===== config.mk =====
export PLATFORM = sky130hd
export DESIGN_NAME = cpu_core
export DESIGN_NICKNAME = d
export VERILOG_FILES = /design/src/rtl/cpu_core_pkg.sv /design/src/rtl/cpu_core_alu.sv /design/src/rtl/cpu_core.sv
export SDC_FILE = /design/constraint.sdc
export NUM_CORES = 1
export LEC_CHECK = 0
export ABC_AREA = 1
export BUFFER_PORTS_ARGS = -buffer_cell sky130_fd_sc_hd__buf_2
export CAP_MARGIN = 20
export CORE_MARGIN = 8
export CORE_UTILIZATION = 40
export DETAILED_ROUTE_END_ITERATION = 8
export SLEW_MARGIN = 20
export SYNTH_ARGS = -nofsm -noshare
export SYNTH_HDL_FRONTEND = slang
export SYNTH_SLANG_ARGS = --single-unit

===== constraint.sdc =====
create_clock -name clk -period 7.45 [get_ports clk]
set_input_delay 1.1175 -clock clk [delete_from_list [all_inputs] [get_ports clk]]
set_output_delay 1.1175 -clock clk [all_outputs]
set_load 0.005 [all_outputs]

===== src/rtl/cpu_core_pkg.sv =====
//==============================================================================
// Module   : cpu_core_pkg
// Brief    : Opcode constants, sequencer state encoding and decode helper
//            for the 8-bit accumulator core.
// Revision : 1.0 - initial release
//==============================================================================
`default_nettype none

package cpu_core_pkg;

  localparam logic [3:0] c_op_nop = 4'h0;
  localparam logic [3:0] c_op_lda = 4'h1;
  localparam logic [3:0] c_op_add = 4'h2;
  localparam logic [3:0] c_op_sub = 4'h3;
  localparam logic [3:0] c_op_sta = 4'h4;
  localparam logic [3:0] c_op_out = 4'h5;
  localparam logic [3:0] c_op_jmp = 4'h6;
  localparam logic [3:0] c_op_jez = 4'h7;
  localparam logic [3:0] c_op_hlt = 4'hF;

  typedef enum logic [3:0] {
    FETCH_PC   = 4'd0,
    FETCH_INST = 4'd1,
    LOAD_ADDR  = 4'd2,
    RAM_A      = 4'd3,
    RAM_B      = 4'd4,
    ADD        = 4'd5,
    SUB        = 4'd6,
    STORE_A    = 4'd7,
    OUT_A      = 4'd8,
    JUMP       = 4'd9,
    SKIP_JUMP  = 4'd10,
    HALT       = 4'd11
  } state_t;

  // Opcodes 8..E are unassigned and execute as NOP.
  function automatic logic is_nop(input logic [3:0] op);
    return (op == c_op_nop) || ((op >= 4'h8) && (op <= 4'hE));
  endfunction

endpackage

`default_nettype wire


===== src/rtl/cpu_core_alu.sv =====
//==============================================================================
// Module   : cpu_core_alu
// Brief    : Combinational 8-bit add/subtract with carry out.
// Revision : 1.0 - initial release
//==============================================================================
`default_nettype none

module cpu_core_alu
  import cpu_core_pkg::*;
(
  input  logic [7:0] a,
  input  logic [7:0] b,
  input  logic       sub,
  output logic [7:0] result,
  output logic       cout
);

  logic [7:0] w_b_sel;
  logic [8:0] w_sum;

  // Subtraction is two's complement: A + ~B + 1.
  assign w_b_sel = sub ? ~b : b;
  assign w_sum   = {1'b0, a} + {1'b0, w_b_sel} + {8'd0, sub};
  assign result  = w_sum[7:0];
  assign cout    = w_sum[8];

endmodule

`default_nettype wire


===== src/rtl/cpu_core.sv =====
//==============================================================================
// Module   : cpu_core
// Brief    : 8-bit accumulator CPU core with step-counter sequencer.
//            Define CPU_CORE_TRACE_EN for simulation-only output/halt tracing.
// Revision : 1.0 - initial release
//==============================================================================
`default_nettype none

module cpu_core
  import cpu_core_pkg::*;
#(
  parameter logic [7:0] RESET_PC = 8'h00
) (
  input  logic       clk,
  input  logic       reset,
  output logic [7:0] mem_addr,
  input  logic [7:0] mem_rdata,
  output logic       mem_re,
  output logic       mem_we,
  output logic [7:0] mem_wdata,
  output logic       out_valid,
  output logic [7:0] out_data,
  output logic       halted,
  output logic       eq_zero,
  output logic       cout
);

  logic [7:0] r_a, r_b, r_ir, r_mar, r_pc;
  logic [3:0] r_step;
  logic [3:0] w_step_nxt;
  logic [3:0] w_op;
  logic [7:0] w_alu;
  logic       w_unused_ir_hi;
  state_t     w_state;

  assign w_op           = r_ir[3:0];
  assign w_unused_ir_hi = ^r_ir[7:4];

  cpu_core_alu u_alu (
    .a      (r_a),
    .b      (r_b),
    .sub    (w_state == SUB),
    .result (w_alu),
    .cout   (cout)
  );

  always_ff @(posedge clk or posedge reset) begin
    if (reset) r_step <= 4'd0;
    else       r_step <= w_step_nxt;
  end

  // During FETCH_INST the new opcode is still on mem_rdata, so NOP-class
  // instructions are recognised there to finish in two cycles.
  always_comb begin
    w_state    = FETCH_PC;
    w_step_nxt = r_step + 4'd1;
    case (r_step)
      4'd0: w_state = FETCH_PC;
      4'd1: begin
        w_state = FETCH_INST;
        if (is_nop(mem_rdata[3:0])) w_step_nxt = 4'd0;
      end
      4'd2: begin
        case (w_op)
          c_op_out: begin w_state = OUT_A; w_step_nxt = 4'd0; end
          c_op_hlt: begin w_state = HALT;  w_step_nxt = r_step; end
          c_op_lda, c_op_add, c_op_sub, c_op_sta, c_op_jmp, c_op_jez:
            w_state = FETCH_PC;
          default:  w_step_nxt = 4'd0;
        endcase
      end
      4'd3: begin
        case (w_op)
          c_op_lda, c_op_add, c_op_sub, c_op_sta: w_state = LOAD_ADDR;
          c_op_jmp: begin w_state = JUMP; w_step_nxt = 4'd0; end
          c_op_jez: begin
            w_state    = eq_zero ? JUMP : SKIP_JUMP;
            w_step_nxt = 4'd0;
          end
          default:  w_step_nxt = 4'd0;
        endcase
      end
      4'd4: begin
        case (w_op)
          c_op_lda: begin w_state = RAM_A;   w_step_nxt = 4'd0; end
          c_op_add, c_op_sub: w_state = RAM_B;
          c_op_sta: begin w_state = STORE_A; w_step_nxt = 4'd0; end
          default:  w_step_nxt = 4'd0;
        endcase
      end
      4'd5: begin
        w_step_nxt = 4'd0;
        if (w_op == c_op_add)      w_state = ADD;
        else if (w_op == c_op_sub) w_state = SUB;
      end
      default: w_step_nxt = 4'd0;
    endcase
  end

  always_ff @(posedge clk or posedge reset) begin
    if (reset) begin
      r_a   <= 8'h00;
      r_b   <= 8'h00;
      r_ir  <= 8'h00;
      r_mar <= 8'h00;
      r_pc  <= RESET_PC;
    end else begin
      case (w_state)
        FETCH_PC:   r_mar <= r_pc;
        FETCH_INST: begin r_ir  <= mem_rdata; r_pc <= r_pc + 8'd1; end
        LOAD_ADDR:  begin r_mar <= mem_rdata; r_pc <= r_pc + 8'd1; end
        RAM_A:      r_a  <= mem_rdata;
        RAM_B:      r_b  <= mem_rdata;
        ADD, SUB:   r_a  <= w_alu;
        JUMP:       r_pc <= mem_rdata;
        SKIP_JUMP:  r_pc <= r_pc + 8'd1;
        default:    ;
      endcase
    end
  end

  assign mem_addr  = r_mar;
  assign mem_wdata = r_a;
  assign out_data  = r_a;
  assign eq_zero   = (r_a == 8'h00);
  assign mem_re    = (w_state == FETCH_INST) || (w_state == LOAD_ADDR) ||
                     (w_state == RAM_A) || (w_state == RAM_B) || (w_state == JUMP);
  assign mem_we    = (w_state == STORE_A);
  assign out_valid = (w_state == OUT_A);
  assign halted    = (w_state == HALT);

`ifdef CPU_CORE_TRACE_EN
  logic r_trace_halt;
  always_ff @(posedge clk or posedge reset) begin
    if (reset) begin
      r_trace_halt <= 1'b0;
    end else begin
      if (out_valid) $display("Output: %d (%h)", r_a, r_a);
      if (halted && !r_trace_halt) begin
        $display("Halted.");
        $stop;
      end
      r_trace_halt <= halted;
    end
  end
`else
`endif

endmodule

`default_nettype wire


# Word-level counts from Yosys, hierarchy flattened

Cells that the tools add are included.

Register bits: 40
Bits of input ports: 10
Output and inout port bits: 30
Logic and storage cells: 72

Add/sub/neg operators: 4
Order comparisons: 2
Eq/ne operators: 25
Mux-type cells: 16
Bitwise gates (word level): 1
Reduce and logical (&&, ||, !) cells: 18

Operator list:

| kind                | count |
|---|---|
| $pmux 8 s2          | 3 |
| $eq 4x3->1 const B  | 10 |
| $pmux 4 s5          | 2 |
| $eq 4x2->1 const B  | 6 |
| $eq 4x4->1 const B  | 5 |
| $pmux 4 s2          | 2 |
| $eq 4x1->1 const B  | 3 |
| $logic_not 4->1     | 3 |
| $mux 4              | 3 |
| $pmux 4 s3          | 1 |
| $add 8x8->9         | 1 |
| $add 9x1->9         | 1 |
| $pmux 3 s3          | 1 |
| $add 8x1->8 const B | 1 |
| $logic_not 8->1     | 1 |
| $mux 8              | 1 |
| $not 8->8           | 1 |
| $mux 3              | 2 |
| $reduce_bool 2->1   | 3 |
| $reduce_or 6->1     | 1 |
| $logic_or 1x1->1    | 5 |
| $add 4x1->4 const B | 1 |
| $ge 4x4->1 const B  | 1 |
| $le 4x4->1 const B  | 1 |
| 6 further kinds     | 7 |

# Logic depth before layout (Yosys ltp)

Word-level depth: 9
Gate-level depth with buffers: 20
Gate-level depth less buffers: 20

# Hierarchy

From an unflattened synthesis, not the netlist that was laid out.

Cells, all modules: 410
Area, all modules: 2976.6 um^2

By module, submodules not included:

| module       | times used | cells each | area each (um^2) | seq. area each (um^2) |
|---|---|---|---|---|
| cpu_core     | 1          | 337        | 2524.9           | 1001.0 |
| cpu_core_alu | 1          | 73         | 451.7            | 0.0 |

# Least setup slack after synthesis

OpenSTA, ideal clock, no wires.

Path kind: reg2out
Start: reg r_step[1]
End: out cout
Arrival time: 2.264 ns
Required time: 6.332 ns
Path slack: 4.068 ns
Stages on the path, launching flop included: 18
Path buffers: 0
Cell sequence: dfrtp_1 > inv_1 > ha_1 > nand3_2 > inv_2 > nand2_4 > o21ai_0 > inv_1 > fa_1 > inv_1 > nand3_1 > nand2_1 > nand2_1 > nand2_1 > a21oi_1 > inv_1 > a21oi_1 > o21bai_1

Longest elaborated chain between the ends: 6
Elaborated cells on any way between the ends: 10
Those cells by class: add/sub (2); eq/ne (6); mux (2)

RTL lines:

| what                                     | RTL line           | source |
|---|---|---|
| from (decl)                              | cpu_core.sv:29     | `logic [3:0] r_step;` |
| from (signal assigned)                   | cpu_core.sv:49     | `else r_step <= w_step_nxt;` |
| $eq 4x3->1, or another cell as far along | cpu_core.sv:57     | `case (r_step)` |
| $pmux 4 s5 *                             | cpu_core.sv:57     |  |
| $eq 4x3->1 *                             | cpu_core.sv:42     | `.sub (w_state == SUB),` |
| $mux 8                                   | cpu_core_alu.sv:22 | `assign w_b_sel = sub ? ~b : b;` |
| $add 8x8->9                              | cpu_core_alu.sv:23 | `assign w_sum = {1'b0, a} + {1'b0, w_b_sel} + {8'd0, sub};` |
| $add 9x1->9 *                            | cpu_core_alu.sv:23 |  |
| to (decl)                                | cpu_core.sv:25     | `output logic cout` |

Mark *: on every way between the ends. The rest lies on a longest branch, timed or not.

# Final worst setup path

Ends and elaborated chain as after synthesis.

==> flow_metrics.env <==
export IMPL_finalCritPeriodShare_pct=54.8
export IMPL_p_sw_share_pct=49.2
export IMPL_avgSynthCellArea_um2=7.04
export IMPL_relSlewSlack_pct=65.0
export IMPL_clk_pin_slew_ns=0.09
export IMPL_critical_path_startpoint="r_step[1]"
export IMPL_via_per_inst=4.79
export IMPL_critPathMaxFanout=9
export IMPL_ant_nets=0
export IMPL_fmax_mhz=245
export IMPL_grt_pass1_vias=2752
export IMPL_synth_area_mm2=0.00311
export IMPL_wl_per_cell_um=13.1
export IMPL_ys_flop_type="dfrtp_1"
export IMPL_drtIter0Drc=110
export IMPL_setup_worst_path_end_class="output port"
export IMPL_p_sw_mw=0.733
export IMPL_clk_insertion_delay_late_ns=0.29
export IMPL_setup_viol=0
export IMPL_multi_input_area_mm2=0.00182
export IMPL_cts_tree="done"
export IMPL_use_met3_pct=2.60
export IMPL_wirelength_mm=7.61
export IMPL_grt_usage_pct=14.1
export IMPL_fin_crit_ns=4.08
export IMPL_grt_pass1_wl_mm=12.8
export IMPL_final_nets=500
export IMPL_worstPathRequired_ns=6.33
export IMPL_r2r_start="r_step[1]"
export IMPL_synth_area_leaders="dfrtp_1 32%, nand2_1 19%, nand3_1 6.3%, inv_1 5.4%, ha_1 4.8%"
export IMPL_postCtsResizedCells=0
export IMPL_ir_worst_vdd_uv=176
export IMPL_cts_htree_levels=2
export IMPL_critPathKind="reg2out"
export IMPL_p_int_mw=0.757
export IMPL_tightest_slew_ns=0.526
export IMPL_start_util_pct=40.7
export IMPL_cts_setup_buffers=0
export IMPL_cp_common_cell="inv_1"
export IMPL_clockPowerShare_pct=12.5
export IMPL_slew_viol_final=0
export IMPL_seq_power_share_pct=28.3
export IMPL_final_cells=580
export IMPL_dieArea_mm2=0.0109
export IMPL_grt_util_met1_pct=16.5
export IMPL_synth_top_area_cell="dfrtp_1"
export IMPL_p_comb_share_pct=59.3
export IMPL_io_pins=40
export IMPL_dpl_hpwl_mm=6.05
export IMPL_grt_max_degree=41
export IMPL_post_route_drc_count=0
export IMPL_arrival_ns=2.96
export IMPL_numCtsBuffers=5
export IMPL_fill_cells=810
export IMPL_clock_sinks=40
export IMPL_synth_top_area_share_pct=32.2
export IMPL_async_reset_ff_share_pct=100
export IMPL_core_area_mm2=0.00765
export IMPL_place_congestion=0.927
export IMPL_p_leak_nw=1.90
export IMPL_dp_cells=572
export IMPL_slowest_stage="dfrtp_1"
export IMPL_ctsHoldBuffers=0
export IMPL_grt_overflow=0
export IMPL_busiest_layer="met2"
export IMPL_synth_seq_cells=40
export IMPL_crit_chain="inv_1, ha_1, nand3_2, inv_2, nand2_4, o21ai_0, inv_1, fa_1, inv_1, nand3_1, nand2_1, nand2_1, nand2_1, a21oi_1, inv_1, a21oi_1, o21bai_1, buf_2"
export IMPL_hold_viol=0
export IMPL_synth_most_common_cell="nand2_1"
export IMPL_antenna_found_initial=0
export IMPL_status="finished clean"
export IMPL_drv_cap=0
export IMPL_synth_fp_nets=465
export IMPL_syn_inst=442
export IMPL_yosys_warnings=0
export IMPL_num_antenna_cells=0
export IMPL_clockRootBuffer="clkbuf_8"
export IMPL_place_port_buffers=39
export IMPL_vias=2776
export IMPL_use_met2_pct=25.4
export IMPL_holdCritStartpoint="mem_addr[7]"
export IMPL_die_x_um=104
export IMPL_startpoint_type="flip-flop"
export IMPL_syn2layout_area_growth_pct=11.4
export IMPL_ys_seq_area_share_pct=32.2
export IMPL_tns_ns=0
export IMPL_powerDensity_mw_per_mm2=430
export IMPL_max_stage_delay_ns=0.42
export IMPL_synth_edf_count=0
export IMPL_finClkSkew_ns=0.0118
export IMPL_drive_gt1_share_pct=19.2
export IMPL_clockBufferDepth=2
export IMPL_synthTopCellsByCount="158 x nand2_1, 45 x inv_1, 40 x dfrtp_1, 39 x nand3_1, 34 x nor2_1"
export IMPL_rows=32
export IMPL_dieHeight_um=104
export IMPL_firstDrtPassIters=4
export IMPL_hold_class="reg2reg"
export IMPL_rsz0062_at_grt="false"
export IMPL_seq_area_mm2=0.00100
export IMPL_synth_cell_types=34
==> registers in the layout, indices dropped and copies added (netlist names) <==
signal	cells
mem_addr	8
mem_wdata	8
r_b	8
r_ir	4
r_pc	8
r_step	4
==> area by class of cell <==
| class | count | area share [%] |
|---|---|---|
| multi-input combinational | 337 | 52.4 |
| sequential | 40 | 28.9 |
| inverter | 53 | 5.88 |
| timing repair buffer | 40 | 5.85 |
| tap | 102 | 3.68 |
| clock buffer | 5 | 1.99 |
| clock inverter | 3 | 1.34 |
==> routing by layer <==
metal | vias to the layer above | wire, um | part of all wire [%]
li1 | 1444 | - | -
met1 | 1271 | 3520 | 46
met2 | 51 | 3690 | 48
met3 | 10 | 278 | 3.7
met4 | 0 | 124 | 1.6
met5 | - | 0 | 0
==> power groups by stage <==
stage	clock network [mW]	logic, mW	registers [mW]
global placement	0	0.875	0.421
finish	0.186	0.883	0.421
global route	0.198	1.02	0.439
detailed placement	0	0.889	0.426
floorplan	0	0.700	0.406
CTS	0.192	0.894	0.421
==> metrics by stage <==
| stage | utilization [%] | setup WS, ns | area [um^2] | power [mW] | hold slack (ns) |
|---|---|---|---|---|---|
| after CTS | 45.3 | 3.34 | 3470 | 1.51 | 0.489 |
| after global placement | 43.8 | 3.81 | 3350 | 1.30 | 0.458 |
| after global routing | 45.3 | 3.00 | 3470 | 1.65 | 0.512 |
| after detailed placement | 43.8 | 3.69 | 3350 | 1.31 | 0.466 |
| final | 45.3 | 3.37 | 3470 | 1.49 | 0.480 |
| after floorplan | - | 4.07 | 3110 | 1.11 | 0.449 |
==> worst max-delay path, delay by kind of cell, from the launching register on <==
family          cells  cell delay [ns]
compound gates      4             0.54
simple gates        6             0.52
buf+inv             6             0.61
flops               1             0.42
fa+ha+maj           2             0.57
==> placed cells by master (no fill, tap or decap), drive strengths merged <==
cell	instances
dfrtp	40
nand3b	1
or2	3
nand4	1
o21ai	22
inv	54
nor3	5
a21oi	9
nand2	173
xor2	7
nor2b	1
buf	40
xnor2	8
ha	12
fa	1
bufinv	1
clkinvlp	1
o21bai	1
a31oi	1
a211oi	1
nor2	45
clkbuf	5
nand3	46
==> logic make-up (layout without fill, tap and decap cells) <==
kind of cell    count (synthesis)  after routing  synth area share (%)
compound gates                 34             34                  5.67
xor+xnor                       15             15                  4.22
fa+ha+maj                      13             13                  5.47
buf+inv                        65            101                  9.49
flops                          40             40                  32.2
simple gates                  275            275                  43.0
==> path summary, 6_finish.rpt <==
check | endpoint | slack, ns | cells past startpoint
worst max-delay path | cout | 3.37 | 18
worst min-delay path | mem_addr[7] | 0.48 | 2
max in group asynchronous | r_ir[2] | 6.15 | 3
worst min register to register | mem_addr[7] | 0.48 | 2
worst max register to register | mem_wdata[6] | 4.73 | 20
min in group asynchronous | r_pc[3] | 0.94 | 3
Power figures use the tool's default switching activity.
